===== src/rtl/if_fetch_stage_pkg.sv =====
// Shared CPU constants, the fetch FSM encoding and the illegal-fetch predicate.
// Imported by the fetch stage, its IF/ID register and the interface.
package if_fetch_stage_pkg;

    localparam int INSTR_W = 32;
    localparam int ADDR_W  = 32;

    localparam logic [INSTR_W-1:0] NOP_INSTR = 32'h0000_0000;

    typedef enum logic [1:0] {
        ST_BOOT   = 2'd0,
        ST_RUN    = 2'd1,
        ST_HALTED = 2'd2
    } fetch_state_e;

    // Misaligned, or beyond the last whole word of instruction memory.
    function automatic logic fetch_illegal(input logic [ADDR_W-1:0] pc,
                                           input logic [ADDR_W-1:0] last_pc);
        return (pc[1:0] != 2'b00) || (pc > last_pc);
    endfunction

endpackage


===== src/rtl/if_fetch_stage_if.sv =====
// Fetch-stage bundle: hazard/redirect controls, instruction-ROM port and IF/ID outputs.
// The master side is the surrounding pipeline/ROM; the slave side is the fetch stage.
interface if_fetch_stage_if;
    import if_fetch_stage_pkg::*;

    logic               stall;
    logic               flush;
    logic               redirect_valid;
    logic [ADDR_W-1:0]  redirect_pc;
    logic [ADDR_W-1:0]  im_addr;
    logic [INSTR_W-1:0] im_data;
    logic               if_id_valid;
    logic [INSTR_W-1:0] if_id_instr;
    logic [ADDR_W-1:0]  if_id_pc;
    logic [ADDR_W-1:0]  if_id_pc4;
    logic               fetch_fault;
    logic [ADDR_W-1:0]  fault_pc;
    logic [31:0]        fetch_count;

    modport master (
        output stall, flush, redirect_valid, redirect_pc, im_data,
        input  im_addr, if_id_valid, if_id_instr, if_id_pc, if_id_pc4,
               fetch_fault, fault_pc, fetch_count
    );

    modport slave (
        input  stall, flush, redirect_valid, redirect_pc, im_data,
        output im_addr, if_id_valid, if_id_instr, if_id_pc, if_id_pc4,
               fetch_fault, fault_pc, fetch_count
    );

endinterface


===== src/rtl/if_fetch_stage_if_id_reg.sv =====
// IF/ID pipeline register: bubble beats load; with neither asserted the entry holds.
// A bubble clears valid/instr but keeps the pc fields of the previous entry.
module if_fetch_stage_if_id_reg
    import if_fetch_stage_pkg::*;
(
    input  logic               clk,
    input  logic               rst_n,
    input  logic               bubble_i,
    input  logic               load_i,
    input  logic [INSTR_W-1:0] instr_i,
    input  logic [ADDR_W-1:0]  pc_i,
    output logic               valid_o,
    output logic [INSTR_W-1:0] instr_o,
    output logic [ADDR_W-1:0]  pc_o,
    output logic [ADDR_W-1:0]  pc4_o
);

    logic               valid_q, valid_d;
    logic [INSTR_W-1:0] instr_q, instr_d;
    logic [ADDR_W-1:0]  pc_q, pc_d;
    logic [ADDR_W-1:0]  pc4_q, pc4_d;

    always_comb begin
        valid_d = valid_q;
        instr_d = instr_q;
        pc_d    = pc_q;
        pc4_d   = pc4_q;
        if (bubble_i) begin
            valid_d = 1'b0;
            instr_d = NOP_INSTR;
        end else if (load_i) begin
            valid_d = 1'b1;
            instr_d = instr_i;
            pc_d    = pc_i;
            pc4_d   = pc_i + 32'd4;
        end
    end

    always_ff @(posedge clk) begin
        if (!rst_n) begin
            valid_q <= 1'b0;
            instr_q <= NOP_INSTR;
            pc_q    <= '0;
            pc4_q   <= '0;
        end else begin
            valid_q <= valid_d;
            instr_q <= instr_d;
            pc_q    <= pc_d;
            pc4_q   <= pc4_d;
        end
    end

    assign valid_o = valid_q;
    assign instr_o = instr_q;
    assign pc_o    = pc_q;
    assign pc4_o   = pc4_q;

endmodule


===== src/rtl/if_fetch_stage.sv =====
// Instruction fetch: PC, BOOT/RUN/HALTED FSM, fault capture and fetch counter.
// ROM word at im_addr reaches IF/ID one cycle later; stall holds PC and IF/ID, one fetch per cycle.
module if_fetch_stage
    import if_fetch_stage_pkg::*;
#(
    parameter logic [31:0] RESET_PC = 32'h0000_0000,
    parameter int unsigned IM_BYTES = 1024
) (
    input logic           clk,
    input logic           rst_n,
    if_fetch_stage_if.slave bus
);

    localparam logic [ADDR_W-1:0] LAST_PC = ADDR_W'(IM_BYTES - 4);

    fetch_state_e      state_q, state_d;
    logic [ADDR_W-1:0] pc_q, pc_d;
    logic              fault_q, fault_d;
    logic [ADDR_W-1:0] fault_pc_q, fault_pc_d;
    logic [31:0]       count_q, count_d;
    logic              bubble, load;

    always_comb begin
        state_d    = state_q;
        pc_d       = pc_q;
        fault_d    = fault_q;
        fault_pc_d = fault_pc_q;
        count_d    = count_q;
        bubble     = 1'b0;
        load       = 1'b0;
        case (state_q)
            ST_BOOT: begin
                state_d = ST_RUN;
            end
            ST_RUN: begin
                // A taken redirect discards the wrong-path word before it is checked.
                if (bus.redirect_valid) begin
                    pc_d   = bus.redirect_pc;
                    bubble = 1'b1;
                end else if (fetch_illegal(pc_q, LAST_PC)) begin
                    bubble     = 1'b1;
                    fault_d    = 1'b1;
                    fault_pc_d = pc_q;
                    state_d    = ST_HALTED;
                end else if (bus.stall && bus.flush) begin
                    bubble = 1'b1;
                end else if (bus.stall) begin
                    bubble = 1'b0;
                end else if (bus.flush) begin
                    bubble = 1'b1;
                end else begin
                    load    = 1'b1;
                    pc_d    = pc_q + 32'd4;
                    count_d = count_q + 32'd1;
                end
            end
            default: begin
                bubble  = 1'b1;
                state_d = ST_HALTED;
            end
        endcase
    end

    always_ff @(posedge clk) begin
        if (!rst_n) begin
            state_q    <= ST_BOOT;
            pc_q       <= RESET_PC;
            fault_q    <= 1'b0;
            fault_pc_q <= '0;
            count_q    <= '0;
        end else begin
            state_q    <= state_d;
            pc_q       <= pc_d;
            fault_q    <= fault_d;
            fault_pc_q <= fault_pc_d;
            count_q    <= count_d;
        end
    end

    if_fetch_stage_if_id_reg u_if_id (
        .clk      (clk),
        .rst_n    (rst_n),
        .bubble_i (bubble),
        .load_i   (load),
        .instr_i  (bus.im_data),
        .pc_i     (pc_q),
        .valid_o  (bus.if_id_valid),
        .instr_o  (bus.if_id_instr),
        .pc_o     (bus.if_id_pc),
        .pc4_o    (bus.if_id_pc4)
    );

    assign bus.im_addr     = pc_q;
    assign bus.fetch_fault = fault_q;
    assign bus.fault_pc    = fault_pc_q;
    assign bus.fetch_count = count_q;

endmodule


===== src/flat_wrapper.sv =====
// flat-port wrapper written by rule: the top's interface ports become plain ports
module if_fetch_stage_flat import if_fetch_stage_pkg::*;
#(
    parameter logic [31:0] RESET_PC = 32'h0000_0000,
    parameter int unsigned IM_BYTES = 1024
)
  (clk, rst_n, bus_stall, bus_flush, bus_redirect_valid, bus_redirect_pc, bus_im_data, bus_im_addr, bus_if_id_valid, bus_if_id_instr, bus_if_id_pc, bus_if_id_pc4, bus_fetch_fault, bus_fault_pc, bus_fetch_count);
  if_fetch_stage_if bus_i ();
  input logic clk;
  input logic rst_n;
  input wire logic [$bits(bus_i.stall)-1:0] bus_stall;
  input wire logic [$bits(bus_i.flush)-1:0] bus_flush;
  input wire logic [$bits(bus_i.redirect_valid)-1:0] bus_redirect_valid;
  input wire logic [$bits(bus_i.redirect_pc)-1:0] bus_redirect_pc;
  input wire logic [$bits(bus_i.im_data)-1:0] bus_im_data;
  output wire logic [$bits(bus_i.im_addr)-1:0] bus_im_addr;
  output wire logic [$bits(bus_i.if_id_valid)-1:0] bus_if_id_valid;
  output wire logic [$bits(bus_i.if_id_instr)-1:0] bus_if_id_instr;
  output wire logic [$bits(bus_i.if_id_pc)-1:0] bus_if_id_pc;
  output wire logic [$bits(bus_i.if_id_pc4)-1:0] bus_if_id_pc4;
  output wire logic [$bits(bus_i.fetch_fault)-1:0] bus_fetch_fault;
  output wire logic [$bits(bus_i.fault_pc)-1:0] bus_fault_pc;
  output wire logic [$bits(bus_i.fetch_count)-1:0] bus_fetch_count;
  assign bus_i.stall = bus_stall;
  assign bus_i.flush = bus_flush;
  assign bus_i.redirect_valid = bus_redirect_valid;
  assign bus_i.redirect_pc = bus_redirect_pc;
  assign bus_i.im_data = bus_im_data;
  assign bus_im_addr = bus_i.im_addr;
  assign bus_if_id_valid = bus_i.if_id_valid;
  assign bus_if_id_instr = bus_i.if_id_instr;
  assign bus_if_id_pc = bus_i.if_id_pc;
  assign bus_if_id_pc4 = bus_i.if_id_pc4;
  assign bus_fetch_fault = bus_i.fetch_fault;
  assign bus_fault_pc = bus_i.fault_pc;
  assign bus_fetch_count = bus_i.fetch_count;
  if_fetch_stage #(.RESET_PC(RESET_PC), .IM_BYTES(IM_BYTES)) u_core (.clk(clk), .rst_n(rst_n), .bus(bus_i));
endmodule

===== config.mk =====
export PLATFORM = sky130hd
export DESIGN_NAME = if_fetch_stage_flat
export DESIGN_NICKNAME = d
export VERILOG_FILES = /design/src/rtl/if_fetch_stage_pkg.sv /design/src/rtl/if_fetch_stage_if.sv /design/src/rtl/if_fetch_stage_if_id_reg.sv /design/src/rtl/if_fetch_stage.sv /design/src/flat_wrapper.sv
export SDC_FILE = /design/constraint.sdc
export NUM_CORES = 1
export LEC_CHECK = 0
export ABC_AREA = 1
export CAP_MARGIN = 15
export CORE_UTILIZATION = 42
export DETAILED_ROUTE_END_ITERATION = 10
export GPL_TIMING_DRIVEN = 0
export HOLD_SLACK_MARGIN = 0.02
export PLACE_DENSITY_LB_ADDON = 0.12
export SLEW_MARGIN = 30
export SYNTH_ARGS = -nofsm -noshare
export SYNTH_HDL_FRONTEND = slang
export SYNTH_SLANG_ARGS = --single-unit

===== constraint.sdc =====
create_clock -name clk -period 1.89 [get_ports clk]
set_clock_uncertainty 0.2 [all_clocks]
set_input_delay 0.378 -clock clk [delete_from_list [all_inputs] [get_ports clk]]
set_output_delay 0.378 -clock clk [all_outputs]
set_load 0.01 [all_outputs]

* Word-level counts from Yosys, hierarchy flattened *
Index checks and enable logic that the tools add are counted.

cells by class
  add/sub/neg operators = 2
  $lt $le $gt $ge = 1
  equality and inequality tests = 7
  muxes and demuxes = 20
  bitwise logic cells = 7
  reduce and logical (&&, ||, !) cells = 10

operators by type and width
  operator                                                                            count
  32-bit 2-to-1 mux                                                                   5
  32-bit by 1-bit adder with 32-bit output (second input constant)                    1
  32-bit by 3-bit adder with 32-bit output (second input constant)                    1
  32-bit by 10-bit greater-than comparator with 1-bit output (second input constant)  1
  1-bit 2-to-1 mux                                                                    11
  1-bit inverter                                                                      7
  2-bit by 1-bit inequality test with 1-bit output (second input constant)            3
  2-bit inequality test (second input constant)                                       3
  6-bit AND reduction                                                                 1
  5-bit AND reduction                                                                 1
  2-bit 2-to-1 mux                                                                    2
  2-bit case mux with 2 select lines                                                  1
  2-bit AND reduction                                                                 2
  3-bit AND reduction                                                                 1
  2-bit by 1-bit == test with 1-bit output (second input constant)                    1
  2-bit logical NOT                                                                   1
  1-bit case mux with 2 select lines                                                  1
  2-bit nonzero test                                                                  1
  2-bit OR reduction                                                                  1
  1-bit logical AND                                                                   1
  1-bit logical OR                                                                    1

storage, ports and cells
  register bits = 196
  input port bits = 69
  output and inout bits = 194
  logic and storage cells = 56

* Depth between registers and ports, before layout *
  word-level depth = 8
  depth in mapped cells = 10
  mapped depth without buffers = 10

* Hierarchy *
From an unflattened synthesis, not the netlist that was laid out.

second synthesis, totals
  cells, all modules = 1493
  area, all modules = 9708.1 µm²

modules (own cells, without submodules)
  module                    times used  cells an instance  area each (µm²)  seq. area each (µm²)
  if_fetch_stage            1           870                5500.3           1981.9
  if_fetch_stage_if_id_reg  1           623                4207.8           1901.8

* Worst setup path before layout *
No wires, ideal clock.

  path kind = flip-flop to flip-flop
  start point = register u_core.count_q[0], in the netlist u_core.bus.fetch_count[0]
  end point = register u_core.count_q[30], in the netlist u_core.bus.fetch_count[30]
  library setup time = 0.132 ns
  arrival time = 1.567 ns
  data required time = 1.558 ns
  setup slack = -0.009 ns
  stages on the path, launching flop included = 11
  buffers on the path = 0
  clock period less this slack = 1.899 ns
  cell sequence = dfxtp_1 -> ha_1 -> nand3_1 -> nor2_1 -> inv_1 -> nor2_1 -> nand2_1 -> nand2_1 -> nand2_1 -> nand2_1 -> a21oi_1

between the ends
  longest elaborated chain between the ends = 1

RTL lines
  element                                   RTL line              source
  start: declaration                        if_fetch_stage.sv:20  logic [31:0] count_q, count_d;
  start signal: assignment                  if_fetch_stage.sv:76  count_q <= count_d;
  32-bit by 1-bit adder with 32-bit output  if_fetch_stage.sv:54  count_d = count_q + 32'd1;

No other way between the ends.
A chain may end at the register's enable or synchronous reset.

* Worst setup path after layout *
  start point = register u_core.pc_q[16], in the netlist u_core.bus.im_addr[16]
  end point = register u_core.count_q[13], in the netlist u_core.bus.fetch_count[13]

between the ends
  longest elaborated chain between the ends = 4

RTL lines
  element                                                     RTL line                  source
  start: declaration                                          if_fetch_stage.sv:17      logic [ADDR_W-1:0] pc_q, pc_d;
  start signal: assignment                                    if_fetch_stage.sv:73      pc_q <= pc_d;
  32-bit by 10-bit greater-than comparator with 1-bit output  if_fetch_stage_pkg.sv:19  return (pc[1:0] != 2'b00) || (pc > last_pc);
  1-bit logical OR                                            if_fetch_stage_pkg.sv:19
  1-bit inverter (no line)                                    n/a
  6-bit AND reduction (no line)                               n/a

No other way between the ends.

==> impl_metrics.tcl <==
set metrics [dict create \
    worst-path-stages 9 \
    critPathBufInv 2 \
    maxSlewHeadroom_pct 56.5 \
    routed_via_density 4.95 \
    number_of_synthesized_flops_with_an_enable_pin 0 \
    synth_area_per_cell_um2 6.98 \
    slew_viol_final 0 \
    run_status "complete, but fails checks" \
    gpl.final_weighted_congestion 0.976 \
    grt_pass1_wl_mm 39.6 \
    clock_path_buffers 2 \
    detail-route-antenna-nets 0 \
    area.growth.synth_to_final_pct 55.4 \
    post-route-worst-setup-slack_ns -0.0371 \
    drt-initial-drc-count 468 \
    finalSetupTns_ns -0.128 \
    core.rowCount 50 \
    maximum_number_of_pins_on_one_net_before_global_route_repair 20 \
    number_of_antenna_violations_at_the_first_check_in_global_routing 0 \
    cts_root_buffer "sky130_fd_sc_hd__clkbuf_16" \
    worstPathCellList "nor2_4 -> nand3_2 -> nor2_4 -> nand3_2 -> nor2_4 -> buf_12 -> clkbuf_16 -> nand2_1 -> a21oi_1" \
    post_cts_hold_buffer_count 0 \
    grt-ovfl-total 0 \
    timing.critical_path.max_delay_family "simple AND/OR/NAND/NOR gates" \
    worstReg2RegEnd "u_core.bus.fetch_count[13]" \
    fillerInstances 1675 \
    cellPowerDensity_nw_per_um2 710 \
    insertion_delay_ns 0.44 \
    period_needed_ns 1.93 \
    sequential_group_share_of_total_power_pct 47.4 \
    numCtsBuffers 17 \
    min_delay_startpoint "u_core.bus.fetch_fault" \
    switching_power_w 0.00257 \
    class_of_the_tightest_hold_or_removal_check "flip-flop to flip-flop" \
    synth_seq_area_share_pct 47.1 \
    die_h_um 142 \
    synth_area_um2 8240 \
    yosys_most_used_dff "sky130_fd_sc_hd__dfxtp_1" \
    cell_internal_pwr_w 0.00653 \
    routed_wl_mm 27.0 \
    gr-usage-all-layers_pct 25.0 \
    worst_hold_path.num_cells 2 \
    hold-path-endpoint "u_core.bus.fetch_fault" \
    failing_checks "setup timing" \
    initial_core_util_pct 43.5 \
    top_level_ports 263 \
    combPwrFrac_pct 13.5 \
    port_buffers 261 \
    leakage_power_nw 6.33 \
    cts_h_tree_depth 4 \
    post-route-drc-count 0 \
    netSwitchingFraction_pct 28.2 \
    coreArea_um2 19000 \
    fin_crit_sh_pct 102 \
    final_area_um2 12800 \
    design_power_total_w 0.00909 \
    clock_tree_from_tritoncts "built" \
    place.detailed.hpwl_mm 18.5 \
    first_pass_iters 4 \
    detailroute.via_count 8725 \
    netlist-cell-type-count 25 \
    worstPathRequired_ns 2.03 \
    syn_inst 1181 \
    clock_network_fraction_of_total_power_pct 39.1 \
    layout-drive-gt1-share_pct 19.6 \
    postPlaceCellArea_um2 11200 \
    worst_setup_path_startpoint "u_core.bus.im_addr[16]" \
    chipWidth_um 142 \
    critical_path.max_fanout 7 \
    number_of_flip_flops_and_latches_in_the_synthesized_netlist 194 \
    cap_viol_max_count 0 \
    first_global_vias 7876 \
    worst_ir_drop_vdd_uv 681 \
    final_hold_viol_count 0 \
    crit-reg2reg-launch "u_core.bus.im_addr[16]" \
    clock_sinks 194 \
    worst_path_largest_cell_delay_ns 0.37 \
    clk_pin_slew_ns 0.08 \
    design.die.area_um2 20200 \
    setup.reg_to_reg.worst_slack_ns -0.04 \
    final-seq-area_um2 3980 \
    synthesis.nets 1252 \
    worst-r2r-cell-count 9 \
    area_of_the_multi_input_gates_um2 4240 \
    ys_async_sr_fraction_pct 0 \
    critical_path_arrival_ns 2.07 \
    most_frequent_cells_in_the_layout "sky130_fd_sc_hd__nand2_1 (322), sky130_fd_sc_hd__dlygate4sd2_1 (184), sky130_fd_sc_hd__dfxtp_1 (139)" \
    setup.worst_path.class "flip-flop to flip-flop" \
    synth.yosys.warnings 0 \
    critical_path.slowest_cell "sky130_fd_sc_hd__dfxtp_4" \
    setup_viol_count_final 11 \
    mostFrequentLayoutCell "sky130_fd_sc_hd__nand2_1" \
    type_of_element_launching_the_critical_path "flip-flop" \
    timing.hold.ws_ns 0.247 \
    max_slew.worst_pin.slew_ns 0.652 \
    fmaxAchievable_mhz 519 \
    path_common_cell "sky130_fd_sc_hd__nor2_4" \
    nets 1561 \
    rsz0062_at_grt "yes" \
    timing.critical_path.to_type "flip-flop" \
    n_antenna_cell 0 \
    routed_wire_per_std_cell_um 15.3 \
]
-- timing repair --
item,CTS,global route
pin swaps,8,32
setup endpoints to repair,371,200
cloned,0,10
buffers inserted,9,12
gates resized for setup,293,262
-- registers in the layout (all words and copies together) (netlist names) --
register and count:
u_core.bus.fault_pc 32, u_core.bus.fetch_count 32, u_core.bus.im_addr 32, u_core.u_if_id.instr_o 32, u_core.u_if_id.pc_o 32, u_core.u_if_id.pc4_o 30, u_core.state_q 2, u_core.bus.fetch_fault 1
u_core.u_if_id.valid_o 1
-- final cells by class --
class | count | area share (%)
timing repair buffer | 292 | 22.1
multi-input combinational | 826 | 33.1
buffer | 68 | 4.05
tap | 260 | 2.54
sequential | 194 | 31.0
clock buffer | 18 | 3.43
inverter | 91 | 2.68
clock inverter | 14 | 1.09
-- metrics by stage --
stage | setup WS (ns) | utilization (%) | instances
after floorplan | 0.0618 | - | 1181
after global placement | -0.467 | 59.0 | 1702
after detailed placement | -0.528 | 59.0 | 1702
after CTS | 0.00171 | 62.2 | 1741
after global routing | -0.111 | 67.6 | 1763
final | -0.0371 | 67.6 | 1763
-- routing by layer --
metal	GRT usage [%]	wire length, um
met1	29.9	11300
met2	44.7	13800
met3	5.32	1630
met4	7.19	344
met5	0	0
-- how the worst max path moves through the flow --
stage	slack, ns	end
final	-0.04	u_core.bus.fetch_count[13]
after floorplan	0.06	u_core.bus.fetch_count[30]
after detailed placement	-0.53	u_core.bus.fetch_count[14]
after global routing	-0.11	u_core.bus.fetch_count[13]
after CTS	0.002	bus_if_id_instr[21]
after global placement	-0.47	u_core.bus.im_addr[7]
-- synthesized netlist by cell type (4+ instances only) --
master | number | area [um^2]
sky130_fd_sc_hd__nand2_1 | 363 | 1360
sky130_fd_sc_hd__dfxtp_1 | 194 | 3880
sky130_fd_sc_hd__nor2_1 | 140 | 526
sky130_fd_sc_hd__nand3_1 | 126 | 631
sky130_fd_sc_hd__a21oi_1 | 110 | 551
sky130_fd_sc_hd__inv_1 | 90 | 338
sky130_fd_sc_hd__clkbuf_1 | 45 | 169
sky130_fd_sc_hd__a21boi_0 | 18 | 135
sky130_fd_sc_hd__o21ai_0 | 18 | 90.1
sky130_fd_sc_hd__xor2_1 | 16 | 140
sky130_fd_sc_hd__nand3b_1 | 15 | 113
sky130_fd_sc_hd__buf_2 | 13 | 65.1
sky130_fd_sc_hd__buf_4 | 9 | 67.6
sky130_fd_sc_hd__nand4_1 | 4 | 25.0
sky130_fd_sc_hd__xnor2_1 | 4 | 35.0
-- cells by family after synthesis --
family / count (synthesis) / synth area share [%]
buffers and inverters: 161 / 7.94
and+or+nand+nor: 657 / 33.0
xor gates and xnor gates: 20 / 2.13
adders and majority gates: 2 / 0.304
AOI/OAI and AO/OA: 147 / 9.47
DFF: 194 / 47.1
-- power groups by stage --
stage	Clock, W	Sequential [W]	Combinational, W
final	0.00356	0.00431	0.00122
after floorplan	0	0.00440	0.000502
after detailed placement	0	0.00439	0.00102
after CTS	0.00361	0.00430	0.00102
after global placement	0	0.00439	0.00101
after global routing	0.00377	0.00432	0.00133
-- tightest hold or removal path: stages (launching register included) --
cell                      delay [ns]
sky130_fd_sc_hd__dfxtp_1        0.31
sky130_fd_sc_hd__inv_1          0.04
sky130_fd_sc_hd__a21oi_1        0.05
Power figures use the tool's default switching activity.
